**src/rtl/day_of_week_ctrl.sv**
```systemverilog
// Day-of-week register with RUN/SET modes, button edge conditioning and SET-mode blink.
// Drives day_idx (always 0..6) to the downstream day-name 7-segment decoders.

module dow_btn_cond (
   input  logic clk,
   input  logic rst,
   input  logic btn,
   output logic pulse
);
   logic s1, s2, prev;

   always_ff @(posedge clk) begin
      if (rst) begin
         s1   <= 1'b0;
         s2   <= 1'b0;
         prev <= 1'b0;
      end else begin
         s1   <= btn;
         s2   <= s1;
         prev <= s2;
      end
   end

   assign pulse = s2 & ~prev;
endmodule

module day_of_week_ctrl #(
   parameter int BLINK_DIV = 25000000,
   parameter int DAY_RESET = 0
) (
   input  logic       clk,
   input  logic       rst,
   input  logic       btn_mode,
   input  logic       btn_up,
   input  logic       btn_down,
   input  logic       day_tick,
   output logic [2:0] day_idx,
   output logic       set_mode,
   output logic       blink,
   output logic       week_wrap
);
   localparam int NUM_BTN = 3;
   localparam int CW      = $clog2(BLINK_DIV);
   localparam logic [CW-1:0] CNT_MAX = CW'(BLINK_DIV - 1);

   typedef enum logic {ST_RUN, ST_SET} state_t;

   state_t               state;
   logic [CW-1:0]        cnt;
   logic [NUM_BTN-1:0]   btn_raw;
   logic [NUM_BTN-1:0]   btn_edge;
   logic                 mode_e, up_e, down_e;

   assign btn_raw = {btn_down, btn_up, btn_mode};

   genvar g;
   generate
      for (g = 0; g < NUM_BTN; g++) begin : g_btn
         dow_btn_cond u_cond (
            .clk   (clk),
            .rst   (rst),
            .btn   (btn_raw[g]),
            .pulse (btn_edge[g])
         );
      end
   endgenerate

   assign mode_e = btn_edge[0];
   assign up_e   = btn_edge[1];
   assign down_e = btn_edge[2];

   function automatic logic [2:0] inc7(input logic [2:0] d);
      return (d >= 3'd6) ? 3'd0 : d + 3'd1;
   endfunction

   function automatic logic [2:0] dec7(input logic [2:0] d);
      return (d == 3'd0 || d > 3'd6) ? 3'd6 : d - 3'd1;
   endfunction

   always_ff @(posedge clk) begin
      if (rst) begin
         state     <= ST_RUN;
         day_idx   <= 3'(DAY_RESET);
         set_mode  <= 1'b0;
         blink     <= 1'b1;
         week_wrap <= 1'b0;
         cnt       <= '0;
      end else begin
         week_wrap <= 1'b0;
         case (state)
            ST_RUN: begin
               // Midnight advance and mode entry may land on the same edge.
               if (day_tick) begin
                  day_idx <= inc7(day_idx);
                  if (day_idx == 3'd6) week_wrap <= 1'b1;
               end
               blink <= 1'b1;
               cnt   <= '0;
               if (mode_e) begin
                  state    <= ST_SET;
                  set_mode <= 1'b1;
               end
            end
            ST_SET: begin
               if (mode_e) begin
                  state    <= ST_RUN;
                  set_mode <= 1'b0;
                  blink    <= 1'b1;
                  cnt      <= '0;
               end else if (up_e || down_e) begin
                  if (up_e && !down_e)      day_idx <= inc7(day_idx);
                  else if (down_e && !up_e) day_idx <= dec7(day_idx);
                  blink <= 1'b1;
                  cnt   <= '0;
               end else if (cnt == CNT_MAX) begin
                  cnt   <= '0;
                  blink <= ~blink;
               end else begin
                  cnt <= cnt + 1'b1;
               end
            end
            default: begin
               state    <= ST_RUN;
               set_mode <= 1'b0;
               blink    <= 1'b1;
               cnt      <= '0;
            end
         endcase
      end
   end
endmodule

```
**config.mk**
```make
export PLATFORM = sky130hd
export DESIGN_NAME = day_of_week_ctrl
export DESIGN_NICKNAME = d
export VERILOG_FILES = /design/src/rtl/day_of_week_ctrl.sv
export SDC_FILE = /design/constraint.sdc
export NUM_CORES = 1
export LEC_CHECK = 0
export ABC_AREA = 1
export ABC_CLOCK_PERIOD_IN_PS = 1900
export CAP_MARGIN = 20
export CORE_MARGIN = 2
export CORE_UTILIZATION = 59
export CTS_CLUSTER_DIAMETER = 60
export DETAILED_ROUTE_END_ITERATION = 16
export PLACE_DENSITY = 0.82
export SLEW_MARGIN = 5
export SYNTH_ARGS = -nofsm -noshare
export SYNTH_HDL_FRONTEND = slang
export SYNTH_SLANG_ARGS = --single-unit
```
**constraint.sdc**
```tcl
create_clock -name clk -period 1.9 [get_ports clk]
set_clock_uncertainty 0.1 [all_clocks]
set_input_delay 0.38 -clock clk [delete_from_list [all_inputs] [get_ports clk]]
set_output_delay 0.38 -clock clk [all_outputs]
set_load 0.02 [all_outputs]
```
Word level (Yosys, flattened, before mapping)

Index checks and enable logic that the tools add are counted.

Bitwise logic cells: 9
Add/subtract/negate cells: 3
Order comparisons: 2
Multiplexer cells: 23
Eq/ne operators: 9
Reductions and logical operators: 10

Operator list:

| operator                | number |
|---|---|
| $mux W25                | 3 |
| $pmux W25 S2            | 1 |
| $add A25 B1 Y25 const B | 1 |
| $eq A25 B25 Y1 const B  | 1 |
| $mux W3                 | 7 |
| $mux W1                 | 8 |
| $ne A2 B1 Y1 const B    | 3 |
| $not A1 Y1              | 6 |
| $pmux W1 S2             | 3 |
| $pmux W3 S2             | 1 |
| $ne A2 B2 Y1 const B    | 2 |
| $ne A4 B1 Y1 const B    | 1 |
| $reduce_and A4 Y1       | 1 |
| $add A3 B1 Y3 const B   | 1 |
| $and A1 B1 Y1           | 3 |
| $eq A3 B3 Y1 const B    | 1 |
| $ge A3 B3 Y1 const B    | 1 |
| $gt A3 B3 Y1 const B    | 1 |
| $logic_not A3 Y1        | 1 |
| $ne A3 B1 Y1 const B    | 1 |
| $reduce_or A3 Y1        | 1 |
| $sub A3 B1 Y3 const B   | 1 |
| $logic_and A1 B1 Y1     | 2 |
| $logic_not A1 Y1        | 2 |
| other kinds (2)         | 3 |

Output and inout port bits: 6
Bits in registers: 41
Word-level logic and storage cells: 71

Logic depth before layout (Yosys ltp)

Gate-level depths: netlist of run 1.

Depth after elaboration: 9
Depth in mapped cells: 11
Gate-level depth less buffers: 11

Cells and area by module

Synthesis of run 1 repeated with hierarchy kept, for this count alone.

Cells, all modules: 295
Area total of the unflattened synthesis: 2031.9 sq um

Modules (own cells, without submodules):

| module           | area each (sq um) | cells an instance | instances | seq. area each (sq um) |
|---|---|---|---|---|
| day_of_week_ctrl | 1773.0            | 265               | 1         | 640.6 |
| dow_btn_cond     | 86.3              | 10                | 3         | 60.1 |

Least setup slack after synthesis of run 1

Ideal clock, no wire load.

Kind: flip-flop to flip-flop
Start point: reg day_idx[0]
End point: reg day_idx[2]
Arrival time: 1.334 ns
Required time: 1.688 ns
Path slack: 0.355 ns
Setup time: 0.112 ns
Period minus slack after synthesis: 1.545 ns
Path buffers: 0
Cell stages (with the launch flop): 10
Cell sequence: dfxtp_1 inv_1 ha_1 ha_1 nor2_1 nand2_1 nand2_1 o21ai_0 nor2_1 nor2_1

Word-level cells in the longest chain between the ends: 8

RTL lines:

| element                                          | line | source |
|---|---|---|
| start, declared                                  | 37   | `output logic [2:0] day_idx,` |
| start signal, assigned                           | 83   | `day_idx <= 3'(DAY_RESET);` |
| start signal, assigned                           | 94   | `day_idx <= inc7(day_idx);` |
| start signal, assigned                           | 111  | `if (up_e && !down_e) day_idx <= inc7(day_idx);` |
| $gt A3 B3 Y1 or $logic_not A3 Y1 (tied branches) | 77   | `return (d == 3'd0 \|\| d > 3'd6) ? 3'd6 : d - 3'd1;` |
| $logic_or A1 B1 Y1                               | 77   |  |
| $mux W3                                          | 77   |  |
| $mux W3                                          | 112  | `else if (down_e && !up_e) day_idx <= dec7(day_idx);` |
| $mux W3                                          | 111  |  |
| $mux W3                                          | 110  | `end else if (up_e \|\| down_e) begin` |
| $mux W3                                          | 105  | `if (mode_e) begin` |
| $pmux W3 S2 (*)                                  | 90   | `case (state)` |

Every way passes the cells marked *; elsewhere a longest branch is shown, timed or not. The select of a mux whose other input is x is not followed.
A chain may end at the register's enable or synchronous reset.

Worst setup path in the final report of run 1

Start point: reg blink
End point: out blink

RTL lines:

| element                | line | source |
|---|---|---|
| start, declared        | 39   | `output logic blink,` |
| start signal, assigned | 117  | `blink <= ~blink;` |

No word-level cell between the ends.

==> flow_summary.ini, run 1 <==
[sta]
rsz0062_at_grt = false
setup_tns_ps = 0
layout_min_cycle_time_ps = 1810
worstMarginPinSlew_ps = 229
slew_viol_final = 0
hold_violations = 0
period_share = 0.955
setup_violations = 0
slew_headroom = 0.847
fmax_mhz = 551

[synth]
synth_cells = 304
synth_largest_area_cell = dfxtp_1
yosysUniqueCellTypes = 23
ys_seq_area_frac = 0.391
synth.avg_cell_area_sq_um = 6.91
synth.top_cell.area_share = 0.391
synth.net_count = 318
netlist_area_sq_um = 2100
yosysWarnings = 0
synth.area.top_cells = dfxtp_1, nand2_1, nor2_1, inv_1, ha_1
ys_ff_latch = 41

[min_path]
hold_end = g_btn[2].u_cond.s2
hold_class = reg -> reg
holdPathStages = 2
min_from = g_btn[2].u_cond.s1

[route]
wl_um = 4000
drc = 0
drt-initial-drc-count = 126
drtPass1Iterations = 6
ant_nets = 0
vias_per_cell = 4.95
wl_per_cell_um = 10.9
via_count = 1817

[worst_setup_path]
end_kind = output port
setup.worst_path.start_class = register
critical_path_class = reg -> out
cp_slowest_cell = clkdlybuf4s50_1
required_ps = 1420
r2r_cells = 8
crit_family = buffers and inverters
cp.arrival_ps = 1330
cp_slowest_stage_delay_ps = 610
cp_cell_sequence = clkdlybuf4s50_1
cp_num_buf_inv = 1
cp_max_fo = 3
rrSetupSlack_ps = 230
rr_startpoint = cnt[0]
r2r_end = cnt[9]

[clocking]
cts_tree = built
clkTransAtPathRegs_ps = 120
cts_setup_buffers = 0
clk_path_buf_depth = 2
clock_sinks = 41
h-tree-depth = 2
clock_latency_ps = 360
cts_root_buffer = clkbuf_4
cts-buffers-inserted = 5
cts-hold-fix-buffers = 0
cts_resized = 2

[global_routing]
use_met3 = 0.0625
grt_util_all_layers = 0.229
grt.busiest_layer = met2
first_global_vias = 1787
grt_pass1_wl_um = 7250
grt.overflow.total = 0
grtUsageMet1 = 0.256
grtUsageMet2 = 0.396
grt_max_degree = 24
antenna_found_initial = 0

[run_status]
status = finished clean

[power]
power.leakage_nw = 0.850
powerDensity_nw_per_um2 = 753
max-vdd-ir-drop_mv = 0.550
report.power.total_mw = 1.77

[floorplan]
dieArea_sq_um = 4050
coreArea_sq_um = 3390
rows = 21
start_util = 0.620
dieHeight_um = 63.7
pin_count = 12
fp.dieW_um = 63.7

[final_layout]
layout-drive-gt1-share = 0.0872
final_common_cell = nand2_1
antenna_cells = 0
final_nets = 334
area_delta_synth_final_pct = 12.0
mostFrequentLayoutCells = nand2_1, nor2_1, dfxtp_1

[placed_design]
port-buffer-count = 11
dp_hpwl_um = 3070
finalWeightedCongestion = 0.887

[job]
drv_cap = 0
Yosys cell counts (all sizes together):
library cell / n
a21oi: 16
buf: 2
clkbuf: 1
dfxtp: 41
ha: 8
inv: 34
nand2: 81
nand3: 16
nand3b: 8
nor2: 77
nor3: 2
o21ai: 3
or2: 5
xnor2: 6
xor2: 4
sequential cells by signal, summed over array words and instances, names as in the netlist:
signal	cells
cnt	25
day_idx	3
g_btn.u_cond.prev	3
g_btn.u_cond.s1	3
g_btn.u_cond.s2	3
blink	1
set_mode	1
state	1
week_wrap	1
kinds of logic after synthesis:
| logic type | Yosys count | share of synthesized area |
|---|---|---|
| xor gates and xnor gates | 10 | 0.0417 |
| AOI/OAI and AO/OA | 19 | 0.0596 |
| adders and majority gates | 8 | 0.0476 |
| and+or+nand+nor | 189 | 0.383 |
| DFF | 41 | 0.391 |
| buffers and inverters | 37 | 0.0774 |
tightest hold or removal path, delay by kind of cell (launching register included):
kind	cells	cell delay, ps
buffers and inverters	1	40
and+or+nand+nor	1	30
DFF	1	320
metal layers:
layer,wire length [um],vias to the layer above
li1,-,967
met1,1760,794
met2,1960,40
met3,149,16
met4,123,0
met5,0,-
per-stage QoR:
stage,area (sq um),hold slack (ps),worst slack [ps],util,std cells
after floorplan,2100,288,355,-,304
after global placement,2240,289,265,0.661,359
after detailed placement,2240,301,179,0.661,359
after CTS,2340,321,34.2,0.691,367
after global routing,2350,332,22.0,0.694,367
final,2350,317,85.4,0.694,367
cell type report:
cell class / instances / area (sq um)
fill: 284 / 1040
tap: 46 / 57.6
clock buffer: 5 / 37.5
sequential: 41 / 821
inverter: 34 / 128
timing repair buffer: 12 / 118
clock inverter: 3 / 65.1
multi-input combinational: 226 / 1130
where the power goes:
| group | switching (mW) | leakage [nW] | internal [mW] | total (mW) |
|---|---|---|---|---|
| clock | 0.288 | 0.0552 | 0.407 | 0.695 |
| sequential | 0.0207 | 0.333 | 0.882 | 0.902 |
| combinational | 0.101 | 0.462 | 0.0729 | 0.174 |
worst max path at each step:
stage                           from          to  slack [ps]  cells past startpoint
after floorplan           day_idx[0]  day_idx[2]         350                      9
after global placement        cnt[0]     cnt[12]         260                      8
after detailed placement      cnt[0]      cnt[9]         180                      8
after CTS                 day_idx[0]  day_idx[0]          30                      1
after global routing           blink       blink          20                      1
final                          blink       blink          90                      1
Power figures use the tool's default switching activity.
==> run 2: changes to the inputs <==
- CORE_MARGIN: 2 -> 8
- CORE_UTILIZATION: 59 -> 28
- PLACE_DENSITY: 0.82 -> 0.47
==> run 2 against run 1 <==
Against the previous run: cell count grew 14%; combinational power is essentially flat; register-to-register slack lost 30 ps; count of clock-buffer cells in the layout grew 2; sequential power is essentially flat; hold slack lost 14 ps; cell area grew 3.2%; maximum frequency grew 2.4%; highest routed layer unchanged; worst setup slack gained 43 ps; critical path depth is the same; first-iteration DRC count shrank 63%; critical path type unchanged.
==> flow_summary.ini, run 2 (same netlist as run 1, synthesis figures left out) <==
[run_status]
status = finished clean

[clocking]
clkTransAtPathRegs_ps = 80
cts_root_buffer = clkbuf_8
clock_latency_ps = 290
clk_path_buf_depth = 2
cts_tree = built
cts-buffers-inserted = 5
clock_sinks = 41
h-tree-depth = 2

[global_routing]
grt.overflow.total = 0
antenna_found_initial = 0
grt_util_all_layers = 0.0929
grt_max_degree = 24
first_global_vias = 1766
grt_pass1_wl_um = 7790

[floorplan]
start_util = 0.290
fp.dieW_um = 103
pin_count = 12
rows = 31
coreArea_sq_um = 7250
dieArea_sq_um = 10500
dieHeight_um = 103

[worst_setup_path]
cp.arrival_ps = 1290
cp_max_fo = 4
crit_end = day_idx[0]
cp_num_buf_inv = 1
setup.worst_path.start_class = register
rrSetupSlack_ps = 200
r2r_cells = 8
crit_family = buffers and inverters
r2r_end = cnt[24]
rr_startpoint = cnt[0]
cp_slowest_stage_delay_ps = 630
cp.depth = 1
end_kind = output port
required_ps = 1420
cp_cell_sequence = clkdlybuf4s50_1
critical_path_class = reg -> out
cp-startpoint = day_idx[0]
cp_slowest_cell = clkdlybuf4s50_1

[route]
wl_met3_um = 133
drtPass1Iterations = 4
drt-initial-drc-count = 47
met1_length_um = 2180
ant_nets = 0
vias_per_cell = 4.17
drc = 0
topRoutingLayerUsed = met4
wl_met2_um = 2030
wl_um = 4360
via_count = 1750
wl_per_cell_um = 10.4

[final_layout]
antenna_cells = 0
final_common_cell = nand2_1
ff_latch_area_sq_um = 821
fin_area_sq_um = 2430
final_nets = 334
layout-drive-gt1-share = 0.0841
mostFrequentLayoutCells = nand2_1, nor2_1, dfxtp_1
fillCellCount = 816
fin_cells = 420
top_register = cnt
area_delta_synth_final_pct = 15.6
largest_register_ffs = 25
multi_input_area_sq_um = 1120

[placed_design]
postPlaceCellArea_sq_um = 2310
port-buffer-count = 11
place_ws_ps = 173
dp.cells = 412
finalWeightedCongestion = 0.858
dp_hpwl_um = 3370

[sta]
slew_viol_final = 0
period_share = 0.933
rsz0062_at_grt = false
worstMarginPinSlew_ps = 321
slew_headroom = 0.786
hold_violations = 0
layout_min_cycle_time_ps = 1770
setup_violations = 0
setup_tns_ps = 0
fmax_mhz = 564
layout_setup_ws_ps = 128

[min_path]
hold_class = reg -> reg

[power]
max-vdd-ir-drop_mv = 0.311
power.leakage_nw = 0.860
powerDensity_nw_per_um2 = 741
report.power.total_mw = 1.80

[job]
drv_cap = 0
## run 2: layout make-up
type                    instances  area share
clock inverters                 1      0.0124
multi-input cells             226       0.460
well taps                      99      0.0510
flip-flops and latches         41       0.338
clock buffers                   7      0.0355
inverters                      34      0.0526
repair buffers                 12      0.0505
## run 2: power by group
part	internal (mW)	switching (mW)	total, mW
clock	0.428	0.292	0.721
sequential	0.881	0.0201	0.901
combinational	0.0767	0.101	0.177
## run 2: worst register-to-register path, stage by stage, from the launching register on
cell and delay (ps):
dfxtp_1 350, ha_1 190, nand2_1 90, nor2_2 180, nand2_1 90, nor2_2 120
nand2_2 100, nand2_4 280, a21oi_1 90
## run 2: what timing repair did
item | 4_1_cts | 5_1_grt
endpoints found under the setup margin | 0 | 2
buffers inserted | 0 | 0
resized for setup | 0 | 2
hold buffers | 0 | 0
## run 2: through the flow
stage           util  hold WS [ps]
2_1_floorplan      -           288
3_3_place_gp   0.318           289
3_5_place_dp   0.318           292
4_1_cts        0.334           304
5_1_grt        0.335           340
6_report       0.335           302
## run 2: worst min path at each step
stage | startpoint | endpoint | slack, ps | cells after the start
finish | g_btn[2].u_cond.s1 | g_btn[2].u_cond.s2 | 300 | 2
floorplan | g_btn[0].u_cond.s1 | g_btn[0].u_cond.s2 | 290 | 2
CTS | g_btn[2].u_cond.s1 | g_btn[2].u_cond.s2 | 300 | 2
global route | g_btn[1].u_cond.s1 | g_btn[1].u_cond.s2 | 340 | 2
detailed placement | g_btn[2].u_cond.s1 | g_btn[2].u_cond.s2 | 290 | 2
global placement | g_btn[0].u_cond.s1 | g_btn[0].u_cond.s2 | 290 | 2
## run 2: layer usage
layer  vias to the layer above  track usage
met1                       768        0.111
met4                         0       0.0237
met3                         2       0.0236
met2                        19        0.161
li1                        961            -
met5                         -            0
==> run 3: changes to the inputs <==
- CORE_MARGIN: 8 -> default
- CTS_BUF_LIST: default -> sky130_fd_sc_hd__clkbuf_8 sky130_fd_sc_hd__clkbuf_16
- SLEW_MARGIN: 5 -> 10
==> run 3 against run 2 <==
Against the previous run: global-route usage rose by 3.0 points; maximum frequency fell by 1.3%; routed wire length fell by 2.3%; sequential cell count did not move; sequential share of layout area rose by 0.28 points; critical path depth did not move; power fell by 10%; largest power group unchanged.
==> flow_summary.ini, run 3 (same netlist as run 1, synthesis figures left out) <==
[clocking]
clkTransAtPathRegs_ps = 80
cts-hold-fix-buffers = 0
clock_latency_ps = 290
cts_tree = built
h-tree-depth = 2
cts_root_buffer = clkbuf_8
cts-buffers-inserted = 5
clk_path_buf_depth = 2
clock_sinks = 41

[floorplan]
start_util = 0.290
coreArea_sq_um = 7250
dieHeight_um = 88.6
pin_count = 12
rows = 31
dieArea_sq_um = 7850
fp.dieW_um = 88.6

[global_routing]
first_global_vias = 1684
grt.overflow.total = 0
antenna_found_initial = 0
grtUsageMet1 = 0.152
grt_util_all_layers = 0.123
use_met3 = 0.0299
grt.busiest_layer = met2
grt_pass1_wl_um = 7470
grt_max_degree = 24
grtUsageMet2 = 0.206

[power]
max-vdd-ir-drop_mv = 0.273
power.leakage_nw = 0.861
powerDensity_nw_per_um2 = 672

[worst_setup_path]
cp-startpoint = day_idx[0]
setup.worst_path.start_class = register
cp_slowest_stage_delay_ps = 630
cp.depth = 1
rr_startpoint = cnt[0]
required_ps = 1420
cp_num_buf_inv = 1
rrSetupSlack_ps = 270
end_kind = output port
critical_path_class = reg -> out
cp_cell_sequence = clkdlybuf4s50_1
r2r_end = cnt[2]
cp_max_fo = 4
r2r_cells = 8
cp.arrival_ps = 1320
crit_family = buffers and inverters
crit_end = day_idx[0]
cp_slowest_cell = clkdlybuf4s50_1

[min_path]
min_from = g_btn[2].u_cond.s1
hold_class = reg -> reg

[placed_design]
place_ws_ps = 162
dp_hpwl_um = 3210
finalWeightedCongestion = 0.834
port-buffer-count = 11

[sta]
period_share = 0.945
setup_tns_ps = 0
slew_headroom = 0.847
setup_violations = 0
worstMarginPinSlew_ps = 230
slew_viol_final = 0
hold_violations = 0
fmax_mhz = 557
layout_min_cycle_time_ps = 1800
rsz0062_at_grt = false
layout_setup_ws_ps = 104

[route]
wl_per_cell_um = 10.1
wl_um = 4260
drc = 0
ant_nets = 0
drtPass1Iterations = 4
via_count = 1813
drt-initial-drc-count = 83
vias_per_cell = 4.31

[final_layout]
mostFrequentLayoutCells = nand2_1, nor2_1, dfxtp_1
final_nets = 335
top_register = cnt
final_common_cell = nand2_1
area_delta_synth_final_pct = 14.7
antenna_cells = 0
layout-drive-gt1-share = 0.0807
largest_register_ffs = 25

[run_status]
status = finished clean

[job]
drv_cap = 0
-- run 3: changes by cell type in the layout (fill, tap and decap cells not counted) --
cell and change:
buf_4 +1, bufinv_16 -1, clkbuf_1 -1, clkbuf_8 -1
inv_1 +3, nand2_4 -1, nand2_8 +1
-- run 3: cell type report --
type,instances,area (sq um)
Clock inverter,3,11.3
Fill cell,809,4840
Clock buffer,5,68.8
Sequential cell,41,821
Timing Repair Buffer,13,130
Tap cell,99,124
Inverter,34,128
Multi-Input combinational cell,226,1130
-- run 3: per-stage QoR --
stage	instance area [sq um]	hold WS, ps	std cells	total power, mW	utilization
finish	2410	291	421	1.62	0.332
global route	2410	321	421	1.71	0.332
CTS	2390	295	421	1.65	0.330
detailed placement	2310	292	413	1.10	0.319
floorplan	2100	288	304	1.04	-
global placement	2310	290	413	1.10	0.319
-- run 3: how the worst min path moves through the flow --
stage / endpoint / slack [ps] / cells after the start
after floorplan: g_btn[0].u_cond.s2 / 290 / 2
after global placement: g_btn[0].u_cond.s2 / 290 / 2
after detailed placement: g_btn[1].u_cond.s2 / 290 / 2
after CTS: g_btn[2].u_cond.s2 / 300 / 2
after global routing: g_btn[2].u_cond.s2 / 320 / 2
final: g_btn[2].u_cond.s2 / 290 / 2
-- run 3: metal layers --
metal,wire length [um],share of wire,up-vias
met2,1970,0.46,42
met4,55,0.013,0
met5,0,0,-
met1,2050,0.48,800
li1,-,-,964
met3,185,0.043,7
-- run 3: power breakdown --
part	switching, mW	internal (mW)
logic	0.0982	0.0763
clock network	0.298	0.245
registers	0.0206	0.881
-- run 3: what timing repair did --
| item | CTS | global route |
|---|---|---|
| gates resized for setup | 0 | 3 |
| setup buffers | 0 | 0 |
| setup endpoints to repair | 0 | 4 |
